`src/rtl/keypad_scanner.sv`:
```
// keypad_scanner: column-scans a 4x4 hex keypad, debounces every key and
// publishes a 16-bit "key k held" bus plus a one-cycle press event.
// Optional build macro KEYPAD_GHOST_MASK_EN: when defined, frames that contain
// a pressed rectangle (possible ghost key) are dropped at commit.
module keypad_scanner #(
  parameter int SETTLE_CYCLES  = 64,
  parameter int DEBOUNCE_SCANS = 4
) (
  input  logic        clk,
  input  logic        reset,
  output logic [3:0]  col_out,
  input  logic [3:0]  row_in,
  output logic [15:0] keypad_matrix,
  output logic        key_pulse,
  output logic [3:0]  key_code
);

  localparam int SW = (SETTLE_CYCLES > 2) ? $clog2(SETTLE_CYCLES) : 1;
  localparam logic [SW-1:0] SETTLE_LAST = SW'(SETTLE_CYCLES - 2);
  localparam logic [3:0]    DB_LAST     = 4'(DEBOUNCE_SCANS - 1);

  typedef enum logic {DRIVE, SAMPLE} state_t;

  state_t           state_q, state_d;
  logic             run_q, run_d;
  logic [1:0]       col_q, col_d;
  logic [SW-1:0]    settle_q, settle_d;
  logic [3:0]       sync1_q, sync1_d, sync2_q, sync2_d;
  logic [15:0]      raw_q, raw_d;
  logic [15:0]      db_q, db_d;
  logic [15:0][3:0] cnt_q, cnt_d;
  logic             pulse_q, pulse_d;
  logic [3:0]       code_q, code_d;
  logic             commit;
  logic             reject;
  logic [15:0]      rise;

`ifdef KEYPAD_GHOST_MASK_EN
  logic [3:0][3:0]  row_bits;
`endif

  // Physical (row, col) position to hex key index.
  function automatic logic [3:0] key_at(input logic [1:0] r, input logic [1:0] c);
    logic [3:0] k;
    case ({r, c})
      4'h0: k = 4'h1;  4'h1: k = 4'h2;  4'h2: k = 4'h3;  4'h3: k = 4'hC;
      4'h4: k = 4'h4;  4'h5: k = 4'h5;  4'h6: k = 4'h6;  4'h7: k = 4'hD;
      4'h8: k = 4'h7;  4'h9: k = 4'h8;  4'hA: k = 4'h9;  4'hB: k = 4'hE;
      4'hC: k = 4'hA;  4'hD: k = 4'h0;  4'hE: k = 4'hB;  default: k = 4'hF;
    endcase
    return k;
  endfunction

  // Idle (all columns released) until the first cycle out of reset.
  assign col_out       = run_q ? ~(4'b0001 << col_q) : 4'b1111;
  assign keypad_matrix = db_q;
  assign key_pulse     = pulse_q;
  assign key_code      = code_q;

  // Scan FSM: settle on a column, then capture its rows into the raw frame.
  always_comb begin
    state_d  = state_q;
    settle_d = settle_q;
    col_d    = col_q;
    raw_d    = raw_q;
    run_d    = 1'b1;
    sync1_d  = row_in;
    sync2_d  = sync1_q;
    commit   = 1'b0;
    if (run_q) begin
      case (state_q)
        DRIVE: begin
          if (settle_q == SETTLE_LAST) begin
            state_d  = SAMPLE;
            settle_d = '0;
          end else begin
            settle_d = settle_q + 1'b1;
          end
        end
        default: begin
          for (int r = 0; r < 4; r++) raw_d[key_at(2'(r), col_q)] = ~sync2_q[r];
          col_d   = col_q + 1'b1;
          state_d = DRIVE;
          commit  = (col_q == 2'd3);
        end
      endcase
    end
  end

  // Frame commit: per-key debounce counters, toggles and the press event.
  always_comb begin
    db_d    = db_q;
    cnt_d   = cnt_q;
    pulse_d = 1'b0;
    code_d  = code_q;
    reject  = 1'b0;
    rise    = '0;
`ifdef KEYPAD_GHOST_MASK_EN
    row_bits = '0;
    for (int r = 0; r < 4; r++)
      for (int c = 0; c < 4; c++) row_bits[r][c] = raw_d[key_at(2'(r), 2'(c))];
    for (int a = 0; a < 3; a++)
      for (int b = a + 1; b < 4; b++)
        if ($countones(row_bits[a] & row_bits[b]) >= 2) reject = 1'b1;
`endif
    if (commit && !reject) begin
      for (int k = 0; k < 16; k++) begin
        if (raw_d[k] == db_q[k]) begin
          cnt_d[k] = '0;
        end else if (cnt_q[k] == DB_LAST) begin
          db_d[k]  = ~db_q[k];
          cnt_d[k] = '0;
        end else begin
          cnt_d[k] = cnt_q[k] + 1'b1;
        end
      end
      rise = db_d & ~db_q;
      if (|rise) begin
        pulse_d = 1'b1;
        // Descending walk so the lowest rising index is the one kept.
        for (int k = 15; k >= 0; k--) if (rise[k]) code_d = 4'(k);
      end
    end
  end

  // State registers with synchronous active-low clear.
  always_ff @(posedge clk) begin
    if (!reset) begin
      state_q  <= DRIVE;
      run_q    <= 1'b0;
      col_q    <= '0;
      settle_q <= '0;
      sync1_q  <= '0;
      sync2_q  <= '0;
      raw_q    <= '0;
      db_q     <= '0;
      cnt_q    <= '0;
      pulse_q  <= 1'b0;
      code_q   <= '0;
    end else begin
      state_q  <= state_d;
      run_q    <= run_d;
      col_q    <= col_d;
      settle_q <= settle_d;
      sync1_q  <= sync1_d;
      sync2_q  <= sync2_d;
      raw_q    <= raw_d;
      db_q     <= db_d;
      cnt_q    <= cnt_d;
      pulse_q  <= pulse_d;
      code_q   <= code_d;
    end
  end

endmodule

```
`config.mk`:
```
export PLATFORM = sky130hd
export DESIGN_NAME = keypad_scanner
export DESIGN_NICKNAME = d
export VERILOG_FILES = /design/src/rtl/keypad_scanner.sv
export SDC_FILE = /design/constraint.sdc
export NUM_CORES = 1
export LEC_CHECK = 0
export ABC_AREA = 1
export BUFFER_PORTS_ARGS = -buffer_cell sky130_fd_sc_hd__buf_2
export CAP_MARGIN = 20
export CORE_MARGIN = 5
export CORE_UTILIZATION = 46
export DETAILED_ROUTE_END_ITERATION = 16
export SLEW_MARGIN = 20
export SYNTH_ARGS = -nofsm -noshare
export SYNTH_HDL_FRONTEND = slang
export SYNTH_SLANG_ARGS = --single-unit
```
`constraint.sdc`:
```
create_clock -name clk -period 5.2 [get_ports clk]
set_input_delay 0.26 -clock clk [delete_from_list [all_inputs] [get_ports clk]]
set_output_delay 0.26 -clock clk [all_outputs]
set_load 0.005 [all_outputs]
```
==> results.yml, run 1 <==
route:
  remaining_drc_errors: 0
  met3_length_um: 555
  drt_first_pass_iters: 5
  top_layer: "met4"
  wl_um: 13500
  avgViaCountPerCell: 5.06
  drt-initial-drc-count: 355
  via_count: 5166
  wl_met1_um: 6500
  wl_met2_um: 6270
  drtAntennaViolNets: 0
  avgRoutedWirePerCell_um: 13.3
clocking:
  clk_path_buf_depth: 2
  h-tree-depth: 4
  postCtsSetupRepairBufs: 0
  cts_root_buf: "clkbuf_16"
  insertion_delay_ns: 0.41
  cts_hold_buf: 0
  clk_pin_slew_ns: 0.05
  ctsResizeCount: 0
  numCtsBuffers: 17
  cts_num_sinks: 119
  cts_tree: "built"
floorplan:
  die_h_um: 124
  std_cell_rows: 41
  start_util_pct: 47.3
  chipWidth_um: 124
  design.portCount: 31
  die-area_mm2: 0.0155
  core-area_mm2: 0.0127
logic_synthesis:
  synth_cell_types: 42
  synth_top_family_by_area: "simple AND/OR/NAND/NOR gates"
  ys_ff_latch: 119
  synth_edf_count: 0
  yosysSeqAreaShare_pct: 39.6
  ys_warn_count: 0
  synth-async-reset-ratio_pct: 0
  synthAdderAreaFrac_pct: 5.40
  synthMuxAreaShare_pct: 0
  synthCells: 812
  synth_fp_nets: 844
  synth_area_mm2: 0.00602
  synth-compound-area-share_pct: 15.0
  ys.flop_type: "dfxtp_1"
  synth.avg_cell_area_um2: 7.42
  synthSimpleGateAreaFrac_pct: 26.7
  synthXorXnorAreaFrac_pct: 3.93
global_route:
  gr-usage-all-layers_pct: 18.2
  gr-total-overflow: 0
  antenna_found_initial: 0
  grt_pass1_wl_um: 23500
  grt_pass1_vias: 5064
  grt_max_degree: 78
layout:
  multi_input_area_mm2: 0.00308
  final_core_util_pct: 53.6
  final_common_cell: "nand2_1"
  drive_above_1_share_pct: 13.3
  regArea_mm2: 0.00238
  area_growth_pct: 13.2
  nNetsFinal: 868
  diodes: 0
  nFillCells: 1284
  layout_common_cells: "nand2_1 (141), dfxtp_1 (119), inv_1 (104)"
job:
  cap_violations: 0
critical_path:
  cp.required_ns: 5.47
  r2r-end: "key_code[0]"
  ff2ff_setup_slack_ns: 2.66
  crit_buf_inv: 2
  setup.worst_path.end_class: "register"
  path_cells: "inv_1, ha_1, nor2_1, nand2_1, a21oi_1, o21ai_0, o211ai_1, o21ai_2, nand3_1, nand2_1, inv_1, nand2_2, nor2_2, nand4_2, nand2_4, nor2_1, nand2_2, a21oi_2"
  path_delay_family: "simple AND/OR/NAND/NOR gates"
  path_max_fanout: 8
  timing.rr.start: "col_q[0]"
  crit_path_max_incr_delay_ns: 0.40
  critPathKind: "register to register"
  crit_arrival_ns: 2.81
  cp_slowest_cell: "dfxtp_1"
  worst_setup_path_start_kind: "register"
  r2r_cells: 18
placement:
  pre_cts_slack_ns: 2.68
  hpwl_um: 9290
  gp_congestion: 0.820
  io_buffer_count: 30
timing:
  fin_crit_sh_pct: 48.8
  rsz0062_at_grt: "no"
  setup_tns_ns: 0
  maxSlewViolCount: 0
  hold_ws_ns: 0.0286
  slew_headroom_pct: 43.8
  final-setup-viol-count: 0
  min_period_ns: 2.54
  hold_viol_final: 0
  fin_skew_ns: 0.00585
  setup_slack_ns: 2.66
  fmax_mhz: 394
  tightest_slew_ns: 0.844
worst_hold_path:
  whs_path_depth: 3
  hold_start: "row_in[3]"
  whs_endpoint: "sync1_q[3]"
  holdCritPathClass: "primary input to register"
pwr:
  powerDensity_mw_per_mm2: 300
  sw_frac_of_total_pct: 20.5
  total_power_mw: 2.05
  internal_power_mw: 1.63
  clkPwrFrac_pct: 53.3
  seqPwrFrac_pct: 45.0
  vdd_drop_max_mv: 0.194
  leakage_nw: 3.12
  pwr-share-comb_pct: 1.6
  switchingPower_mw: 0.419
run_status:
  status: "finished, final reports clean"
[synthesized netlist by cell type, types with 2 or more instances]
| cell | number | area [um^2] |
|---|---|---|
| ha_1 | 26 | 325 |
| a21oi_1 | 70 | 350 |
| or2_2 | 21 | 131 |
| a311oi_1 | 3 | 26.3 |
| nand2_2 | 7 | 43.8 |
| nor2_1 | 65 | 244 |
| o21ai_0 | 44 | 220 |
| and3_1 | 9 | 56.3 |
| inv_1 | 106 | 398 |
| nor3b_1 | 9 | 67.6 |
| nand4_1 | 15 | 93.8 |
| nor2_2 | 5 | 31.3 |
| clkbuf_1 | 20 | 75.1 |
| o21ai_1 | 7 | 35.0 |
| nor3_1 | 18 | 90.1 |
| dfxtp_1 | 119 | 2380 |
| o211ai_1 | 2 | 15.0 |
| a21oi_2 | 3 | 26.3 |
| nand4_2 | 2 | 25.0 |
| nand3_1 | 44 | 220 |
| xor2_1 | 22 | 193 |
| a211oi_1 | 8 | 60.1 |
| inv_2 | 3 | 11.3 |
| nand3_2 | 3 | 30.0 |
| nand2_4 | 3 | 33.8 |
| o21a_1 | 4 | 30.0 |
| o21ai_2 | 6 | 52.6 |
| nand2_1 | 141 | 529 |
| xnor2_1 | 5 | 43.8 |
| o2111ai_1 | 7 | 61.3 |
| clkbuf_8 | 2 | 27.5 |
| buf_1 | 3 | 11.3 |
[power by group through the flow]
stage	Combinational, mW	Sequential [mW]	Clock [mW]
after global routing	0.0369	0.922	1.16
after floorplan	0.0259	0.939	0
after detailed placement	0.0327	0.941	0
after global placement	0.0326	0.941	0
final	0.0329	0.923	1.09
after CTS	0.0334	0.922	1.12
[how the worst max path moves through the flow]
stage | from | end | slack [ns] | cells after the start
floorplan | col_q[0] | key_code[0] | 2.99 | 18
global placement | col_q[0] | key_code[0] | 2.77 | 18
detailed placement | col_q[0] | key_code[0] | 2.68 | 18
CTS | col_q[0] | key_code[0] | 2.66 | 18
global route | col_q[0] | key_code[2] | 2.36 | 18
finish | col_q[0] | key_code[0] | 2.66 | 18
[tightest hold or removal path, delay by kind of cell]
kind,cells,cell delay [ns]
and+or+nand+nor,1,0.04
buffers and inverters,2,0.11
[stage by stage]
step           cell area, um^2  instances
2_1_floorplan             6020        812
3_3_place_gp              6270        989
3_5_place_dp              6270        989
4_1_cts                   6820       1020
5_1_grt                   6820       1020
6_report                  6820       1020
[metal layers]
layer / up-vias / GRT usage [%]
met4: 0 / 7.35
met2: 90 / 29.7
met1: 2349 / 23.0
met3: 18 / 4.72
met5: - / 0
li1: 2709 / -
[area by class of cell]
cell class,count,area share [%]
multi-input combinational,554,45.2
sequential,119,34.9
clock buffer,28,7.43
inverter,111,6.15
tap,172,3.16
timing repair buffer,33,2.53
clock inverter,3,0.587
[logic make-up after synthesis]
group                      after synthesis
AOI/OAI and AO/OA                      157
xor gates and xnor gates                27
adders and majority gates               26
buffers and inverters                  139
DFF                                    119
and+or+nand+nor                        344
[state kept, by name, indices dropped and copies added, names as in the netlist]
name,count
cnt_q,64
col_q,2
key_code,4
key_pulse,1
keypad_matrix,16
raw_q,16
run_q,1
settle_q,6
state_q,1
sync1_q,4
sync2_q,4
Power figures use the tool's default switching activity.
==> run 2, diff against run 1 <==
--- a/config.mk
+++ b/config.mk
@@ -11,6 +11,7 @@
 export CORE_MARGIN = 5
 export CORE_UTILIZATION = 46
 export DETAILED_ROUTE_END_ITERATION = 16
+export PLACE_DENSITY = 0.65
 export SLEW_MARGIN = 20
 export SYNTH_ARGS = -nofsm -noshare
 export SYNTH_HDL_FRONTEND = slang
==> constraint.sdc (replaced) <==
create_clock -name clk -period 2.2 [get_ports clk]
set_input_delay 0.11 -clock clk [delete_from_list [all_inputs] [get_ports clk]]
set_output_delay 0.11 -clock clk [all_outputs]
set_load 0.005 [all_outputs]
==> run 2 against run 1 <==
  * Design area is 9.6% higher
  * Core utilization is 5.2 points higher
  * Global-route usage is 0.71 points higher
  * Sequential cell count stayed put
  * The flow now finishes with violations (negative setup slack)
  * Non-clock buffer count is 51 higher
  * Critical path type unchanged
  * Clock-buffer cell count is 1 higher
  * Wire length is 5.6% higher
  * Hold slack better by 0.035 ns
==> results.yml, run 2 (synthesis results as in run 1) <==
run_status:
  status: "complete, but fails checks"
  violations: "negative setup slack"
floorplan:
  design.portCount: 31
  start_util_pct: 47.3
  die_h_um: 124
  std_cell_rows: 41
  chipWidth_um: 124
  core-area_mm2: 0.0127
  die-area_mm2: 0.0155
timing:
  min_period_ns: 2.33
  fin_skew_ns: 0.00671
  tightest_slew_ns: 0.464
  maxSlewViolCount: 0
  fmax_mhz: 429
  hold_viol_final: 0
  fin_crit_sh_pct: 106
  final-setup-viol-count: 6
  setup_slack_ns: -0.131
  rsz0062_at_grt: "yes"
  slew_headroom_pct: 69.1
pwr:
  vdd_drop_max_mv: 0.458
  total_power_mw: 4.90
  powerDensity_mw_per_mm2: 655
  leakage_nw: 3.41
critical_path:
  crit_cells: 24
  crit_start: "col_q[1]"
  crit_buf_inv: 2
  cp_slowest_cell: "dfxtp_4"
  timing.rr.start: "col_q[1]"
  cp.required_ns: 2.55
  crit_end: "key_code[0]"
  path_delay_family: "simple AND/OR/NAND/NOR gates"
  setup.worst_path.end_class: "register"
  path_cells: "clkinvlp_4, ha_4, nor2_4, buf_4, nand2_1, nand2_1, nand3_1, nand2_1, nand2_2, nand4_4, nand2_2, nand2_1, nand2_1, nand2_1, nand2_1, nand2_1, nand2_1, nand2_1, nand2_1, nand2_1, nand2_1, nand2_1, nand2_2, a21oi_2"
  ff2ff_setup_slack_ns: -0.13
  crit_path_max_incr_delay_ns: 0.38
  cp_common_cell: "nand2_1"
  worst_setup_path_start_kind: "register"
  r2r_cells: 24
  path_max_fanout: 5
  r2r-end: "key_code[0]"
  crit_arrival_ns: 2.68
  critPathKind: "register to register"
clocking:
  h-tree-depth: 4
  cts_root_buf: "clkbuf_16"
  numCtsBuffers: 17
  cts_tree: "built"
  clk_path_buf_depth: 2
  cts_num_sinks: 119
  clk_pin_slew_ns: 0.05
  insertion_delay_ns: 0.42
layout:
  drive_above_1_share_pct: 22.1
  area_growth_pct: 24.1
  fin_area_mm2: 0.00747
  final_common_cell: "nand2_1"
  regMostFlops: "cnt_q"
  largest_reg_flops: 64
  diodes: 0
  nNetsFinal: 919
  layout_common_cells: "nand2_1 (136), dfxtp_1 (116), inv_1 (100)"
route:
  avgViaCountPerCell: 5.07
  via_count: 5430
  avgRoutedWirePerCell_um: 13.3
  remaining_drc_errors: 0
  drt-initial-drc-count: 280
  drt_first_pass_iters: 5
  drtAntennaViolNets: 0
  wl_um: 14300
global_route:
  antenna_found_initial: 0
  grt_pass1_vias: 5372
  grt_max_degree: 56
  grt_pass1_wl_um: 24100
  gr-total-overflow: 0
  gr-usage-all-layers_pct: 18.9
job:
  cap_violations: 0
placement:
  io_buffer_count: 30
  placed_cell_area_mm2: 0.00658
  gp_congestion: 0.897
  hpwl_um: 9960
worst_hold_path:
  holdCritPathClass: "primary input to register"
[run 2: cell types whose count changed in the layout (fill, tap and decap cells not counted), sizes merged]
cell         before  now
buf              33   79
dlygate4sd3       0    4
clkbuf           28   30
clkinv            4    2
clkinvlp          0    1
[run 2: area by class of cell]
| class | instances | area, um^2 |
|---|---|---|
| Tap cell | 172 | 215 |
| Fill cell | 1199 | 5250 |
| Sequential cell | 119 | 2390 |
| Clock buffer | 29 | 531 |
| Timing Repair Buffer | 84 | 587 |
| Inverter | 111 | 423 |
| Clock inverter | 2 | 35.0 |
| Multi-Input combinational cell | 554 | 3290 |
[run 2: worst min path at each step]
| stage | startpoint | end | slack [ns] | cells past startpoint |
|---|---|---|---|---|
| 6_report | reset | run_q | 0.06 | 1 |
| 5_1_grt | reset | run_q | 0.07 | 1 |
| 4_1_cts | reset | run_q | 0.05 | 1 |
| 3_5_place_dp | row_in[2] | sync1_q[2] | 0.31 | 3 |
| 3_3_place_gp | row_in[3] | sync1_q[3] | 0.30 | 3 |
| 2_1_floorplan | reset | run_q | 0.14 | 0 |
[run 2: routing by layer]
layer / track usage, % / part of all wire [%] / up-vias
met1: 21.6 / 45 / 2515
met4: 7.99 / 1.8 / 0
li1: - / - / 2817
met5: 0 / 0 / -
met2: 33.7 / 49 / 80
met3: 4.42 / 3.5 / 18
[run 2: timing repair]
item,4_1_cts,5_1_grt
setup endpoints to repair,9,14
setup buffers,1,5
endpoints found under the hold margin,4,0
hold buffers,4,0
resized for setup,25,37
pin swaps,6,16
[run 2: through the flow]
step | setup slack, ns | util, % | hold slack (ns) | TNS [ns] | cells
final | -0.131 | 58.7 | 0.0636 | -0.359 | 1071
after global routing | -0.280 | 58.7 | 0.0707 | -1.46 | 1071
after CTS | -0.00495 | 57.2 | 0.0494 | -0.00777 | 1066
after detailed placement | -0.175 | 51.7 | 0.305 | -0.828 | 1030
after global placement | -0.132 | 51.7 | 0.302 | -0.397 | 1030
after floorplan | 0.0185 | - | 0.138 | 0 | 812
[run 2: power breakdown]
group / total (mW) / internal (mW) / leakage [nW] / switching [mW]
Sequential: 2.18 / 2.17 / 0.962 / 0.0109
Combinational: 0.0882 / 0.0266 / 2.17 / 0.0616
Clock: 2.63 / 1.72 / 0.278 / 0.906
[run 2: worst register-to-register path, delay by kind of cell, from the launching register on]
| family | cells | cell delay (ns) |
|---|---|---|
| AO/OA/AOI/OAI | 1 | 0.12 |
| buffers and inverters | 2 | 0.32 |
| AND/OR/NAND/NOR | 20 | 1.21 |
| flip-flops | 1 | 0.38 |
| adder cells (fa/ha/maj) | 1 | 0.24 |
==> run 3, diff against run 2 <==
==> constraint.sdc (replaced) <==
create_clock -name clk -period 1.87 [get_ports clk]
set_input_delay 0.0935 -clock clk [delete_from_list [all_inputs] [get_ports clk]]
set_output_delay 0.0935 -clock clk [all_outputs]
set_load 0.005 [all_outputs]
==> run 3 against run 2 <==
  * The flow still finishes with violations (negative setup slack)
  * Non-clock buffer count up 45
  * Die area unchanged
  * Core utilization up 5.6 points
  * Worst setup slack worse by 0.24 ns
  * Global-route usage up 0.67 points
  * Sequential share of layout area down 2.7 points
  * Via count up 5.5%
  * Combinational power up 54%
  * Register-to-register slack worse by 0.24 ns
  * Clock-buffer cell count down 10
  * Critical path type unchanged
  * Critical endpoint unchanged
  * Largest cell class unchanged
==> results.yml, run 3 (synthesis results as in run 1) <==
critical_path:
  critPathKind: "register to register"
  path_max_fanout: 5
  cp.required_ns: 2.16
  crit_path_max_incr_delay_ns: 0.38
  setup.worst_path.end_class: "register"
  path_cells: "buf_6, ha_4, buf_4, nor2_4, nor2_2, a21oi_2, nand2_2, nand2_2, nand4_2, nand2_2, nand2_2, nand2_2, nand2_1, nand2_1, nand2_1, nand2_1, nand2_1, nand2_1, nand2_1, nand2_1, nand2_1, nand2_2, a21oi_2"
  timing.rr.start: "col_q[1]"
  r2r-end: "key_code[0]"
  crit_buf_inv: 2
  r2r_cells: 23
  cp_slowest_cell: "dfxtp_4"
  cp_common_cell: "nand2_1"
  ff2ff_setup_slack_ns: -0.38
  crit_arrival_ns: 2.53
  path_delay_family: "simple AND/OR/NAND/NOR gates"
  worst_setup_path_start_kind: "register"
route:
  top_layer: "met4"
  met3_length_um: 526
  drt_first_pass_iters: 4
  via_count: 5731
  wl_met2_um: 8000
  drt-initial-drc-count: 273
  wl_um: 15800
  avgViaCountPerCell: 5.13
  drtAntennaViolNets: 0
  avgRoutedWirePerCell_um: 14.1
  remaining_drc_errors: 0
  wl_met1_um: 6870
layout:
  final_common_cell: "nand2_1"
  layout_common_cells: "nand2_1 (119), dfxtp_1 (116), inv_1 (95)"
  fin_area_mm2: 0.00818
  nNetsFinal: 964
  nFillCells: 1082
  regMostFlops: "cnt_q"
  diodes: 0
  area_growth_pct: 35.8
  drive_above_1_share_pct: 31.9
  largest_reg_flops: 64
timing:
  hold_viol_final: 0
  slew_headroom_pct: 72.0
  fin_crit_sh_pct: 120
  maxSlewViolCount: 0
  setup_slack_ns: -0.376
  final-setup-viol-count: 19
  fin_skew_ns: 0.0109
  min_period_ns: 2.25
  setup_tns_ns: -3.19
  rsz0062_at_grt: "yes"
  fmax_mhz: 445
  tightest_slew_ns: 0.420
pwr:
  powerDensity_mw_per_mm2: 713
  leakage_nw: 3.70
  total_power_mw: 5.83
  vdd_drop_max_mv: 0.570
run_status:
  violations: "negative setup slack"
  status: "complete, but fails checks"
floorplan:
  die-area_mm2: 0.0155
  start_util_pct: 47.3
  core-area_mm2: 0.0127
  die_h_um: 124
  design.portCount: 31
  std_cell_rows: 41
  chipWidth_um: 124
clocking:
  cts_num_sinks: 119
  h-tree-depth: 4
  insertion_delay_ns: 0.42
  cts_root_buf: "clkbuf_16"
  numCtsBuffers: 17
  clk_pin_slew_ns: 0.05
  clk_path_buf_depth: 2
  cts_tree: "built"
worst_hold_path:
  whs_endpoint: "sync1_q[2]"
  holdCritPathClass: "primary input to register"
  whs_path_depth: 4
  hold_start: "row_in[2]"
global_route:
  grt_pass1_vias: 5578
  antenna_found_initial: 0
  grt_max_degree: 52
  gr-total-overflow: 0
  gr-usage-all-layers_pct: 19.6
  grt_pass1_wl_um: 25300
placement:
  placed_cell_area_mm2: 0.00685
  pre_cts_slack_ns: -0.378
  io_buffer_count: 30
  hpwl_um: 10200
  gp_congestion: 0.824
job:
  cap_violations: 0
## run 3: changes by cell type in the layout (fill, tap and decap cells not counted), sizes merged
cell | previous run | this run
clkbuf | 30 | 19
bufinv | 1 | 2
dlygate4sd3 | 4 | 5
inv | 109 | 111
clkinv | 2 | 7
buf | 79 | 124
clkinvlp | 1 | 4
## run 3: timing repair
item                                   4_1_cts  5_1_grt
hold buffers                                 5        0
setup buffers                               21        8
pin swaps                                   27       28
endpoints found under the hold margin        6        0
resized for setup                           57       80
setup endpoints to repair                   65       70
## run 3: layout make-up
class                           instances  area, um^2  area share, %
Clock inverter                         13         130           1.59
Multi-Input combinational cell        554        3580           43.8
Sequential cell                       119        2390           29.2
Timing Repair Buffer                  129         985           12.0
Clock buffer                           19         443           5.41
Inverter                              111         434           5.31
Tap cell                              172         215           2.63
## run 3: worst max path at each step
stage	start	end	slack, ns	cells past startpoint
finish	col_q[1]	key_code[0]	-0.38	23
global route	col_q[1]	cnt_q[30]	-0.51	16
CTS	col_q[1]	key_code[0]	-0.28	18
detailed placement	col_q[1]	key_code[0]	-0.38	13
global placement	col_q[1]	key_code[0]	-0.34	13
floorplan	col_q[1]	key_code[0]	-0.09	20
## run 3: per-layer routing
metal / vias to the layer above / global-route usage [%]
met1: 2704 / 23.3
li1: 2905 / -
met4: 0 / 8.45
met5: - / 0
met2: 91 / 33.0
met3: 31 / 5.49
## run 3: through the flow
stage | util, % | std cells | hold WS, ns
2_1_floorplan | - | 812 | 0.121
3_3_place_gp | 53.8 | 1056 | 0.278
6_report | 64.3 | 1117 | 0.395
3_5_place_dp | 53.8 | 1056 | 0.279
5_1_grt | 64.3 | 1117 | 0.418
4_1_cts | 61.5 | 1113 | 0.384
## run 3: where the power goes
group	switching, mW	internal (mW)
Sequential	0.0120	2.55
Clock	1.16	1.98
Combinational	0.0872	0.0483
## run 3: worst register-to-register path, stage by stage (launching register included)
cell and delay, ns:
dfxtp_4 0.38, buf_6 0.13, ha_4 0.17, buf_4 0.16
nor2_4 0.10, nor2_2 0.05, a21oi_2 0.14, nand2_2 0.07
nand2_2 0.08, nand4_2 0.08, nand2_2 0.07, nand2_2 0.05
nand2_2 0.05, nand2_1 0.05, nand2_1 0.06, nand2_1 0.05
nand2_1 0.06, nand2_1 0.05, nand2_1 0.05, nand2_1 0.05
nand2_1 0.06, nand2_1 0.06, nand2_2 0.07, a21oi_2 0.05
